--- config.mk ---
export PLATFORM = sky130hd
export DESIGN_NAME = skinny_sbox_share_driver
export DESIGN_NICKNAME = d
export VERILOG_FILES = /design/src/rtl/skinny_masking_pkg.sv /design/src/rtl/share_lfsr16.sv /design/src/rtl/skinny_sbox_share_driver.sv
export SDC_FILE = /design/constraint.sdc
export NUM_CORES = 1
export LEC_CHECK = 0
export ABC_CLOCK_PERIOD_IN_PS = 2500
export BUFFER_PORTS_ARGS = -buffer_cell sky130_fd_sc_hd__buf_2
export CORE_UTILIZATION = 34
export CTS_BUF_LIST = sky130_fd_sc_hd__clkbuf_8
export DETAILED_ROUTE_END_ITERATION = 8
export PLACE_DENSITY = 0.61
export SYNTH_ARGS = -nofsm -noshare
export SYNTH_HDL_FRONTEND = slang
export SYNTH_SLANG_ARGS = --single-unit
--- constraint.sdc ---
create_clock -name clk -period 2.5 [get_ports clk]
set_clock_uncertainty 0.2 [all_clocks]
set_input_delay 0.5 -clock clk [delete_from_list [all_inputs] [get_ports clk]]
set_output_delay 0.5 -clock clk [all_outputs]
set_load 0.05 [all_outputs]
--- src/rtl/skinny_masking_pkg.sv ---
// Shared definitions for the masked Skinny S-box front end: FSM states, LFSR
// constants and an unmasked S-box reference.
package skinny_masking_pkg;

    typedef enum logic [2:0] {
        ST_IDLE  = 3'd0,
        ST_ALIGN = 3'd1,
        ST_RUN   = 3'd2,
        ST_CAPT  = 3'd3,
        ST_DONE  = 3'd4
    } drv_state_e;

    // Taps of x^16+x^14+x^13+x^11+1 seen from the shift-out end (bits 0,2,3,5).
    localparam logic [15:0] LFSR_TAPS    = 16'h002D;
    localparam logic [15:0] DEFAULT_SEED = 16'hACE1;

    function automatic logic [15:0] lfsr_step(input logic [15:0] s);
        return {^(s & LFSR_TAPS), s[15:1]};
    endfunction

    function automatic logic [3:0] sbox_ref(input logic [3:0] x);
        logic [3:0] y;
        case (x)
            4'h0: y = 4'hC;
            4'h1: y = 4'h6;
            4'h2: y = 4'h9;
            4'h3: y = 4'h0;
            4'h4: y = 4'h1;
            4'h5: y = 4'hA;
            4'h6: y = 4'h2;
            4'h7: y = 4'hB;
            4'h8: y = 4'h3;
            4'h9: y = 4'h8;
            4'hA: y = 4'h5;
            4'hB: y = 4'hD;
            4'hC: y = 4'h4;
            4'hD: y = 4'hE;
            4'hE: y = 4'h7;
            4'hF: y = 4'hF;
            default: y = 4'h0;
        endcase
        return y;
    endfunction

endpackage

--- src/rtl/share_lfsr16.sv ---
// 16-bit Fibonacci LFSR supplying the input mask and the per-cycle fresh
// randomness; a zero seed would lock the register, so it falls back to SEED.
module share_lfsr16
    import skinny_masking_pkg::*;
#(
    parameter logic [15:0] SEED = DEFAULT_SEED
) (
    input  logic        clk,
    input  logic        rst_n,
    input  logic        load,
    input  logic [15:0] seed,
    output logic [3:0]  mask,
    output logic [3:0]  fresh
);

    logic [15:0] lfsr_r;
    logic [15:0] lfsr_nxt_s;

    // Next LFSR value: seed load or one shift step.
    always_comb begin
        lfsr_nxt_s = lfsr_step(lfsr_r);
        if (load) begin
            if (seed == 16'h0000) begin
                lfsr_nxt_s = SEED;
            end else begin
                lfsr_nxt_s = seed;
            end
        end else begin
            lfsr_nxt_s = lfsr_step(lfsr_r);
        end
    end

    // LFSR state register.
    always_ff @(posedge clk or negedge rst_n) begin
        if (!rst_n) begin
            lfsr_r <= SEED;
        end else begin
            lfsr_r <= lfsr_nxt_s;
        end
    end

    // Mask and fresh come from disjoint bit fields.
    assign mask  = lfsr_r[3:0];
    assign fresh = lfsr_r[11:8];

endmodule

--- src/rtl/skinny_sbox_share_driver.sv ---
// Two-share masking front end for the Skinny 4-bit S-box: splits the input
// nibble, paces launch/capture on Synch and recombines the output shares.
module skinny_sbox_share_driver
    import skinny_masking_pkg::*;
#(
    parameter int          LATENCY = 5,
    parameter logic [15:0] SEED    = DEFAULT_SEED,
    parameter int          TIMEOUT = 2 * LATENCY + 2
) (
    input  logic        clk,
    input  logic        rst,
    input  logic        in_valid,
    output logic        in_ready,
    input  logic [3:0]  in_data,
    input  logic        seed_load,
    input  logic [15:0] seed,
    output logic [3:0]  X_s0,
    output logic [3:0]  X_s1,
    output logic [3:0]  Fresh,
    input  logic [3:0]  Y_s0,
    input  logic [3:0]  Y_s1,
    input  logic        Synch,
    output logic        out_valid,
    input  logic        out_ready,
    output logic [3:0]  out_data,
    output logic        busy,
    output logic        timeout_err
);

    localparam int               CNT_W    = $clog2(TIMEOUT + 1);
    localparam logic [CNT_W-1:0] CNT_LAST = CNT_W'(TIMEOUT - 1);

    drv_state_e       state_r;
    drv_state_e       state_nxt_s;
    logic             accept_s;
    logic             abort_s;
    logic             lfsr_load_s;
    logic             timeout_hit_s;
    logic [3:0]       mask_s;
    logic [CNT_W-1:0] cnt_r;
    logic [3:0]       x_s0_r;
    logic [3:0]       x_s1_r;
    logic [3:0]       out_data_r;
    logic             out_valid_r;
    logic             timeout_err_r;
    logic             busy_r;

    assign lfsr_load_s   = seed_load && (state_r == ST_IDLE);
    assign timeout_hit_s = (cnt_r == CNT_LAST);

    share_lfsr16 #(.SEED(SEED)) u_lfsr (
        .clk   (clk),
        .rst_n (rst),
        .load  (lfsr_load_s),
        .seed  (seed),
        .mask  (mask_s),
        .fresh (Fresh)
    );

    // Next-state and handshake decode; seed loading blocks acceptance.
    always_comb begin
        state_nxt_s = state_r;
        in_ready    = 1'b0;
        accept_s    = 1'b0;
        abort_s     = 1'b0;
        case (state_r)
            ST_IDLE: begin
                in_ready = ~seed_load;
                if (in_valid && !seed_load) begin
                    accept_s    = 1'b1;
                    state_nxt_s = ST_ALIGN;
                end else begin
                    state_nxt_s = ST_IDLE;
                end
            end
            ST_ALIGN: begin
                if (timeout_hit_s) begin
                    abort_s     = 1'b1;
                    state_nxt_s = ST_DONE;
                end else if (Synch) begin
                    state_nxt_s = ST_RUN;
                end else begin
                    state_nxt_s = ST_ALIGN;
                end
            end
            ST_RUN: begin
                if (timeout_hit_s) begin
                    abort_s     = 1'b1;
                    state_nxt_s = ST_DONE;
                end else if (Synch) begin
                    state_nxt_s = ST_CAPT;
                end else begin
                    state_nxt_s = ST_RUN;
                end
            end
            ST_CAPT: state_nxt_s = ST_DONE;
            ST_DONE: begin
                if (out_ready) begin
                    state_nxt_s = ST_IDLE;
                end else begin
                    state_nxt_s = ST_DONE;
                end
            end
            default: state_nxt_s = ST_IDLE;
        endcase
    end

    // State register with busy registered alongside it.
    always_ff @(posedge clk or negedge rst) begin
        if (!rst) begin
            state_r <= ST_IDLE;
            busy_r  <= 1'b0;
        end else begin
            state_r <= state_nxt_s;
            busy_r  <= (state_nxt_s != ST_IDLE);
        end
    end

    // Watchdog counter over the ALIGN/RUN wait.
    always_ff @(posedge clk or negedge rst) begin
        if (!rst) begin
            cnt_r <= '0;
        end else if (accept_s) begin
            cnt_r <= '0;
        end else if (state_r == ST_ALIGN || state_r == ST_RUN) begin
            cnt_r <= cnt_r + CNT_W'(1);
        end
    end

    // Input shares: launched on accept, wiped once the result is taken.
    always_ff @(posedge clk or negedge rst) begin
        if (!rst) begin
            x_s0_r <= 4'h0;
            x_s1_r <= 4'h0;
        end else if (accept_s) begin
            x_s1_r <= mask_s;
            x_s0_r <= in_data ^ mask_s;
        end else if (state_r == ST_CAPT || abort_s) begin
            x_s0_r <= 4'h0;
            x_s1_r <= 4'h0;
        end
    end

    // Result register; shares meet only in CAPT.
    always_ff @(posedge clk or negedge rst) begin
        if (!rst) begin
            out_data_r    <= 4'h0;
            out_valid_r   <= 1'b0;
            timeout_err_r <= 1'b0;
        end else if (state_r == ST_CAPT) begin
            out_data_r  <= Y_s0 ^ Y_s1;
            out_valid_r <= 1'b1;
        end else if (abort_s) begin
            out_data_r    <= 4'h0;
            out_valid_r   <= 1'b1;
            timeout_err_r <= 1'b1;
        end else if (state_r == ST_DONE && out_ready) begin
            out_valid_r <= 1'b0;
        end
    end

    assign X_s0        = x_s0_r;
    assign X_s1        = x_s1_r;
    assign out_data    = out_data_r;
    assign out_valid   = out_valid_r;
    assign busy        = busy_r;
    assign timeout_err = timeout_err_r;

endmodule

==> impl_metrics.py, run 1 <==
metrics = {
    "yosys": {
        "yosys_warnings": 0,
        "syn_inst": 176,
        "ys_types": 35,
        "syn_area_mm2": 0.00182,
        "synth_top_area_share_pct": 41.2,
        "synth_edf_count": 0,
        "synth-async-reset-ratio_pct": 100,
        "ys_ff_latch": 38,
        "yosys.area.top_type": "dfrtp_1",
        "synth_most_common_cell": "dfrtp_1",
        "yosysSeqAreaShare_pct": 52.7,
        "yosys-top-cells-area": "dfrtp_1 (41%), dfstp_2 (12%), nand2_1 (5.6%), xnor2_1 (4.8%), a31o_1 (3.8%)",
        "synth.top_cells.by_count": "dfrtp_1 (30), nand2_1 (27), nor2_1 (18), a21oi_1 (11), xnor2_1 (10)",
        "synth-main-ff-cell": "dfrtp_1",
        "syn_nets": 211,
        "synth_area_per_cell_um2": 10.4,
    },
    "finish": {
        "antenna_cells": 0,
        "multi_input_comb_area_um2": 744,
        "area.growth.synth_to_final_pct": 21.1,
        "design_area_mm2": 0.00221,
        "postLayoutCoreUtil_pct": 42.9,
        "drive_gt1_share_pct": 33.9,
        "regArea_um2": 961,
        "nets": 264,
        "fillerInstances": 524,
    },
    "timing": {
        "grt_setup_unrepaired": "no",
        "slew_headroom_pct": 44.1,
        "report.final.slew_viol_count": 0,
        "max_freq_mhz": 417,
        "finalSetupTns_ns": 0,
        "tightest_slew_ns": 0.839,
        "min_period_over_period_pct": 96.0,
        "finalHoldViolCount": 0,
        "finalSetupViolCount": 0,
        "setup_ws_ns": 0.0997,
        "min_period_ns": 2.40,
    },
    "global_routing": {
        "grt_pass1_vias": 1418,
        "antenna_found_initial": 0,
        "grt_max_degree": 39,
        "grt-ovfl-total": 0,
        "grt_pass1_wl_um": 6460,
        "grt_util_all_layers_pct": 15.7,
    },
    "worst_setup_path": {
        "cp-start-kind": "register",
        "cp.arrival_ns": 1.70,
        "required_ns": 1.80,
        "slowest_stage": "or4_1",
        "crit_chain": "or4_1 > clkinv_8 > buf_2",
        "slowest_delay_ns": 0.66,
        "worstPathMaxFanout": 6,
        "cp-startpoint": "state_r[0]$_DFF_PN0_",
        "worst-setup-path-type": "reg2out",
        "cp-end-kind": "primary output",
        "worstReg2RegStart": "state_r[0]$_DFF_PN0_",
    },
    "placed_design": {
        "place_hpwl_um": 2680,
        "post_dp_cell_area_mm2": 0.00212,
        "io_buffers": 53,
        "routabilityCongestion": 0.740,
        "place_ws_ns": 0.277,
    },
    "die": {
        "io_pins": 54,
        "rows": 26,
        "die_w_um": 75.2,
        "core_mm2": 0.00514,
        "fp.dieH_um": 75.2,
        "initial_core_util_pct": 35.4,
        "die_area_mm2": 0.00566,
    },
    "clock_network": {
        "hold_buffers": 0,
        "insertion_delay_ns": 0.30,
        "cts_tree": "built",
        "clk_path_buf_depth": 2,
        "clockRootBuffer": "clkbuf_8",
        "cts_buffers": 5,
        "clkTransAtPathRegs_ns": 0.08,
        "ctsResizeCount": 0,
        "htreeDepth": 2,
        "postCtsSetupBuffers": 0,
        "cts_sinks": 38,
    },
    "route": {
        "drtAntennaViolNets": 0,
        "firstDrtPassIters": 4,
        "wire_per_inst_um": 12.9,
        "routed_via_density": 4.85,
        "vias": 1456,
        "drt-total-wl_um": 3870,
        "drc_errors": 0,
        "drt_iter0_drc": 82,
    },
    "power": {
        "power.total_mw": 3.09,
        "irDropWorstVdd_uv": 595,
        "leakagePower_nw": 1.07,
        "p_per_area_mw_per_mm2": 1400,
    },
    "outcome": {
        "status": "complete, no violations",
    },
    "run": {
        "drv_cap": 0,
    },
    "worst_hold_path": {
        "hold_path.class": "in2async",
    },
}
[flip-flops by register name (all words and copies together), names as in the netlist]
register       flops
u_lfsr.lfsr_r     16
X_s0               4
X_s1               4
cnt_r              4
out_data           4
state_r            3
busy               1
out_valid          1
timeout_err        1
[layout by cell type (no fill, tap or decap)]
cell type   n
buf_2      53
nand3_1     3
nor4b_2     1
nor4_1      4
dfrtp_1    30
or4b_1      1
nand4_1     1
a21oi_1    11
or4_1       2
nor2_1     18
or3_1       1
o211ai_1    1
nor2b_1     2
xor2_1      3
o2bb2ai_1   4
xnor2_1    10
nand3b_1    3
clkinv_2    2
inv_1       4
a31o_2      2
buf_4       5
clkinv_8    1
a22oi_1     1
dfstp_2     8
nor3_1      5
mux2i_1     2
o31a_1      1
and3_1      4
nand2_1    27
o31ai_1     2
o21ai_0     3
nand2_8     1
clkbuf_8    5
a31o_1      8
ha_1        1
[routing by layer]
metal | share of wire, % | global-route usage (%)
met1 | 48 | 20.0
met2 | 44 | 24.5
met3 | 4.8 | 3.61
met4 | 2.4 | 9.26
met5 | 0 | 0
[through the flow]
stage	instances	hold slack, ns
after floorplan	176	0.00441
after global placement	292	0.230
after detailed placement	292	0.237
after CTS	300	0.134
after global routing	300	0.172
final	300	0.102
[kinds of logic (layout without fill, tap and decap cells)]
family	after synthesis	after routing	synth area share (%)
buffers and inverters	16	70	6.39
adder cells (fa/ha/maj)	1	1	0.687
flip-flops	38	38	52.7
AND/OR/NAND/NOR	73	73	20.1
XOR/XNOR	13	13	6.25
AO/OA/AOI/OAI	33	33	12.7
multiplexers	2	2	1.10
[report_power, final]
| group | switching, mW | internal (mW) | total (mW) | leakage [nW] |
|---|---|---|---|---|
| registers | 0.166 | 0.956 | 1.12 | 0.459 |
| logic | 1.06 | 0.506 | 1.56 | 0.562 |
| clock network | 0.219 | 0.189 | 0.408 | 0.0491 |
| total | 1.44 | 1.65 | 3.09 | 1.07 |
[worst max-delay path: cells and delay by family (launching register included)]
kind,cells,cell delay [ns]
buffers and inverters,2,0.38
AND/OR/NAND/NOR,1,0.66
flip-flops,1,0.37
[path summary, 6_finish.rpt]
| kind | cells after the start | slack [ns] | end |
|---|---|---|---|
| max reg2reg | 4 | 0.56 | u_lfsr.lfsr_r[15]$_DFF_PN1_ |
| min reg2reg | 2 | 0.25 | u_lfsr.lfsr_r[3]$_DFF_PN0_ |
| max | 3 | 0.1 | in_ready |
| min | 1 | 0.10 | u_lfsr.lfsr_r[9]$_DFF_PN0_ |
| min in group clk | 3 | 0.21 | u_lfsr.lfsr_r[8]$_DFF_PN0_ |
| max in group asynchronous | 1 | 1.46 | X_s1[2]$_DFFE_PN0P_ |
[layout make-up]
cell class	instances	area share (%)
repair buffers	58	13.7
well taps	70	3.97
clock inverters	3	0.624
flip-flops and latches	38	43.6
multi-input cells	122	33.7
inverters	4	1.25
clock buffers	5	3.12
Note: power is estimated with default switching activity, not from simulation.
==> run 2: changes to the inputs <==
- ABC_AREA: default -> 1
- PLACE_DENSITY: 0.61 -> 0.6
==> run 2 against run 1 <==
Compared with the run above: sequential share of layout area decreased by 2.6 points; combinational power fell by 4%; highest routed layer unchanged; largest power group unchanged; utilization increased by 1.9 points; flip-flop and latch count unchanged; critical endpoint unchanged; first-iteration DRC count increased by 1.2%; final cell count up 13%; clock power up 56%; critical path type unchanged; total power is 5.6% higher; via count up 5.2%.
==> impl_metrics.py, run 2 <==
metrics = {
    "run": {
        "drv_cap": 0,
    },
    "clock_network": {
        "clk_path_buf_depth": 2,
        "cts_sinks": 38,
        "clkTransAtPathRegs_ns": 0.08,
        "insertion_delay_ns": 0.29,
        "htreeDepth": 2,
        "cts_buffers": 5,
        "cts_tree": "built",
        "ctsResizeCount": 0,
        "postCtsSetupBuffers": 0,
        "clockRootBuffer": "clkbuf_8",
    },
    "placed_design": {
        "routabilityCongestion": 0.736,
        "io_buffers": 53,
        "place_hpwl_um": 2790,
        "dp.cells": 330,
    },
    "worst_setup_path": {
        "crit_chain": "nor2_4 > nand2_1 > nor2_1 > buf_2",
        "required_ns": 1.80,
        "slowest_delay_ns": 0.47,
        "crit_buf_inv": 1,
        "cp-end-kind": "primary output",
        "worstPathMaxFanout": 6,
        "cp-start-kind": "register",
        "slowest_stage": "dfrtp_1",
        "worst-setup-path-type": "reg2out",
        "cp.arrival_ns": 1.37,
        "cp_top_family": "flip-flops",
    },
    "yosys": {
        "yosys_warnings": 0,
        "synth_edf_count": 0,
        "yosys-top-cells-area": "dfrtp_1 (40%), dfstp_2 (11%), nand2_1 (9.1%), nand3_1 (5.0%), inv_1 (4.9%)",
        "syn_nets": 249,
        "synth_top_area_share_pct": 39.6,
        "synth.top_cells.by_count": "nand2_1 (46), dfrtp_1 (30), inv_1 (25), nor2_1 (23), nand3_1 (19)",
        "synth-main-ff-cell": "dfrtp_1",
        "synth_most_common_cell": "nand2_1",
        "synth_area_per_cell_um2": 8.86,
        "yosysSeqAreaShare_pct": 50.7,
        "synth-async-reset-ratio_pct": 100,
        "ys_types": 25,
        "syn_area_mm2": 0.00190,
        "ys_ff_latch": 38,
        "yosys.area.top_type": "dfrtp_1",
        "syn_inst": 214,
    },
    "timing": {
        "finalSetupTns_ns": 0,
        "min_period_ns": 2.07,
        "slew_headroom_pct": 66.3,
        "finalHoldViolCount": 0,
        "tightest_slew_ns": 0.504,
        "report.final.slew_viol_count": 0,
        "grt_setup_unrepaired": "no",
        "max_freq_mhz": 483,
        "min_period_over_period_pct": 82.9,
        "fin_hold_ws_ns": 0.262,
        "finalSetupViolCount": 0,
    },
    "die": {
        "io_pins": 54,
        "core_mm2": 0.00524,
        "die_area_mm2": 0.00588,
        "fp.dieH_um": 76.7,
        "die_w_um": 76.7,
        "initial_core_util_pct": 36.2,
        "rows": 26,
    },
    "worst_hold_path": {
        "hold_path.class": "reg2reg",
    },
    "finish": {
        "instances_no_fill": 339,
        "fillerInstances": 535,
        "regArea_um2": 961,
        "drive_gt1_share_pct": 30.9,
        "antenna_cells": 0,
        "multi_input_comb_area_um2": 764,
        "area.growth.synth_to_final_pct": 23.7,
        "nets": 303,
        "largest_reg_flops": 16,
        "final_cell_mix": "buf_2 (53), nand2_1 (46), dfrtp_1 (30)",
        "layout_commonest_cell": "buf_2",
        "regMostFlops": "u_lfsr.lfsr_r",
    },
    "power": {
        "p_per_area_mw_per_mm2": 1390,
        "p_clk_share_pct": 19.5,
        "p_int_mw": 1.83,
        "power.switching_mw": 1.44,
        "leakagePower_nw": 1.27,
        "power.total_mw": 3.27,
        "swShare_pct": 44.0,
        "pwr-share-comb_pct": 45.8,
        "power_frac_seq_pct": 34.7,
        "irDropWorstVdd_uv": 542,
    },
    "route": {
        "wire_per_inst_um": 11.2,
        "vias": 1531,
        "routed_via_density": 4.52,
        "drc_errors": 0,
        "drt-total-wl_um": 3790,
        "drt_iter0_drc": 83,
        "firstDrtPassIters": 7,
        "drtAntennaViolNets": 0,
    },
    "outcome": {
        "status": "complete, no violations",
    },
    "global_routing": {
        "grt_pass1_wl_um": 6440,
        "grt_pass1_vias": 1396,
        "grt_util_all_layers_pct": 14.1,
        "grt_max_degree": 29,
        "grt-ovfl-total": 0,
        "antenna_found_initial": 0,
    },
}
## run 2: cell types whose count changed in the layout (fill, tap and decap cells not counted), sizes merged, moves of 5 or more
| cell | before | now |
|---|---|---|
| a21boi | 0 | 7 |
| a21oi | 11 | 4 |
| a31o | 10 | 0 |
| inv | 4 | 27 |
| nand2 | 28 | 48 |
| nand3 | 3 | 22 |
| nand4 | 1 | 8 |
| nor2 | 18 | 24 |
| nor3 | 5 | 0 |
| o21ai | 3 | 8 |
## run 2: worst paths after layout
check | from | endpoint | slack (ns) | cells after the start
worst max-delay path | state_r[0]$_DFF_PN0_ | in_ready | 0.43 | 4
worst min-delay path | u_lfsr.lfsr_r[4]$_DFF_PN0_ | u_lfsr.lfsr_r[3]$_DFF_PN0_ | 0.26 | 2
worst max register to register | state_r[0]$_DFF_PN0_ | cnt_r[0]$_DFFE_PN0P_ | 0.64 | 5
worst min register to register | u_lfsr.lfsr_r[4]$_DFF_PN0_ | u_lfsr.lfsr_r[3]$_DFF_PN0_ | 0.26 | 2
max in group asynchronous | rst | u_lfsr.lfsr_r[6]$_DFF_PN1_ | 1.01 | 3
min in group asynchronous | rst | state_r[1]$_DFF_PN0_ | 0.48 | 2
## run 2: power groups by stage
| stage | sequential, mW | clock [mW] | combinational [mW] |
|---|---|---|---|
| 2_1_floorplan | 1.48 | 0 | 0.883 |
| 3_3_place_gp | 1.14 | 0 | 1.49 |
| 3_5_place_dp | 1.15 | 0 | 1.51 |
| 4_1_cts | 1.14 | 0.657 | 1.51 |
| 5_1_grt | 1.18 | 0.683 | 1.66 |
| 6_report | 1.13 | 0.637 | 1.50 |
## run 2: tightest hold or removal path, delay by kind of cell, from the launching register on
family,cells,cell delay (ns)
simple gates,1,0.05
flops,1,0.33
compound gates,1,0.06
## run 2: final cells by class
cell class | instances | area share [%]
Tap cell | 70 | 3.73
Multi-Input combinational cell | 140 | 32.6
Clock inverter | 2 | 2.56
Clock buffer | 6 | 3.52
Inverter | 27 | 4.32
Sequential cell | 38 | 40.9
Timing Repair Buffer | 56 | 12.4
## run 2: what timing repair did
action | CTS | global route
hold buffers | 1 | 0
endpoints found under the hold margin | 14 | 0
endpoints found under the setup margin | 0 | 0
## run 2: layer usage
layer,GRT usage [%],up-vias,wire (um)
li1,-,786,-
met1,18.8,689,1840
met2,21.4,54,1720
met3,4.64,2,213
met4,4.62,0,17
met5,0,-,0
## run 2: kinds of logic after synthesis
kind of cell,share of synthesized area [%]
muxes,2.37
xor gates and xnor gates,5.08
and+or+nand+nor,25.9
adders and majority gates,0.660
buffers and inverters,9.04
AOI/OAI and AO/OA,6.33
DFF,50.7
## run 2: through the flow
step | utilization [%] | area, um^2 | setup slack, ns
2_1_floorplan | - | 1900 | 0.468
3_3_place_gp | 41.9 | 2190 | 0.636
3_5_place_dp | 41.9 | 2190 | 0.611
4_1_cts | 44.8 | 2350 | 0.405
5_1_grt | 44.8 | 2350 | 0.359
6_report | 44.8 | 2350 | 0.428
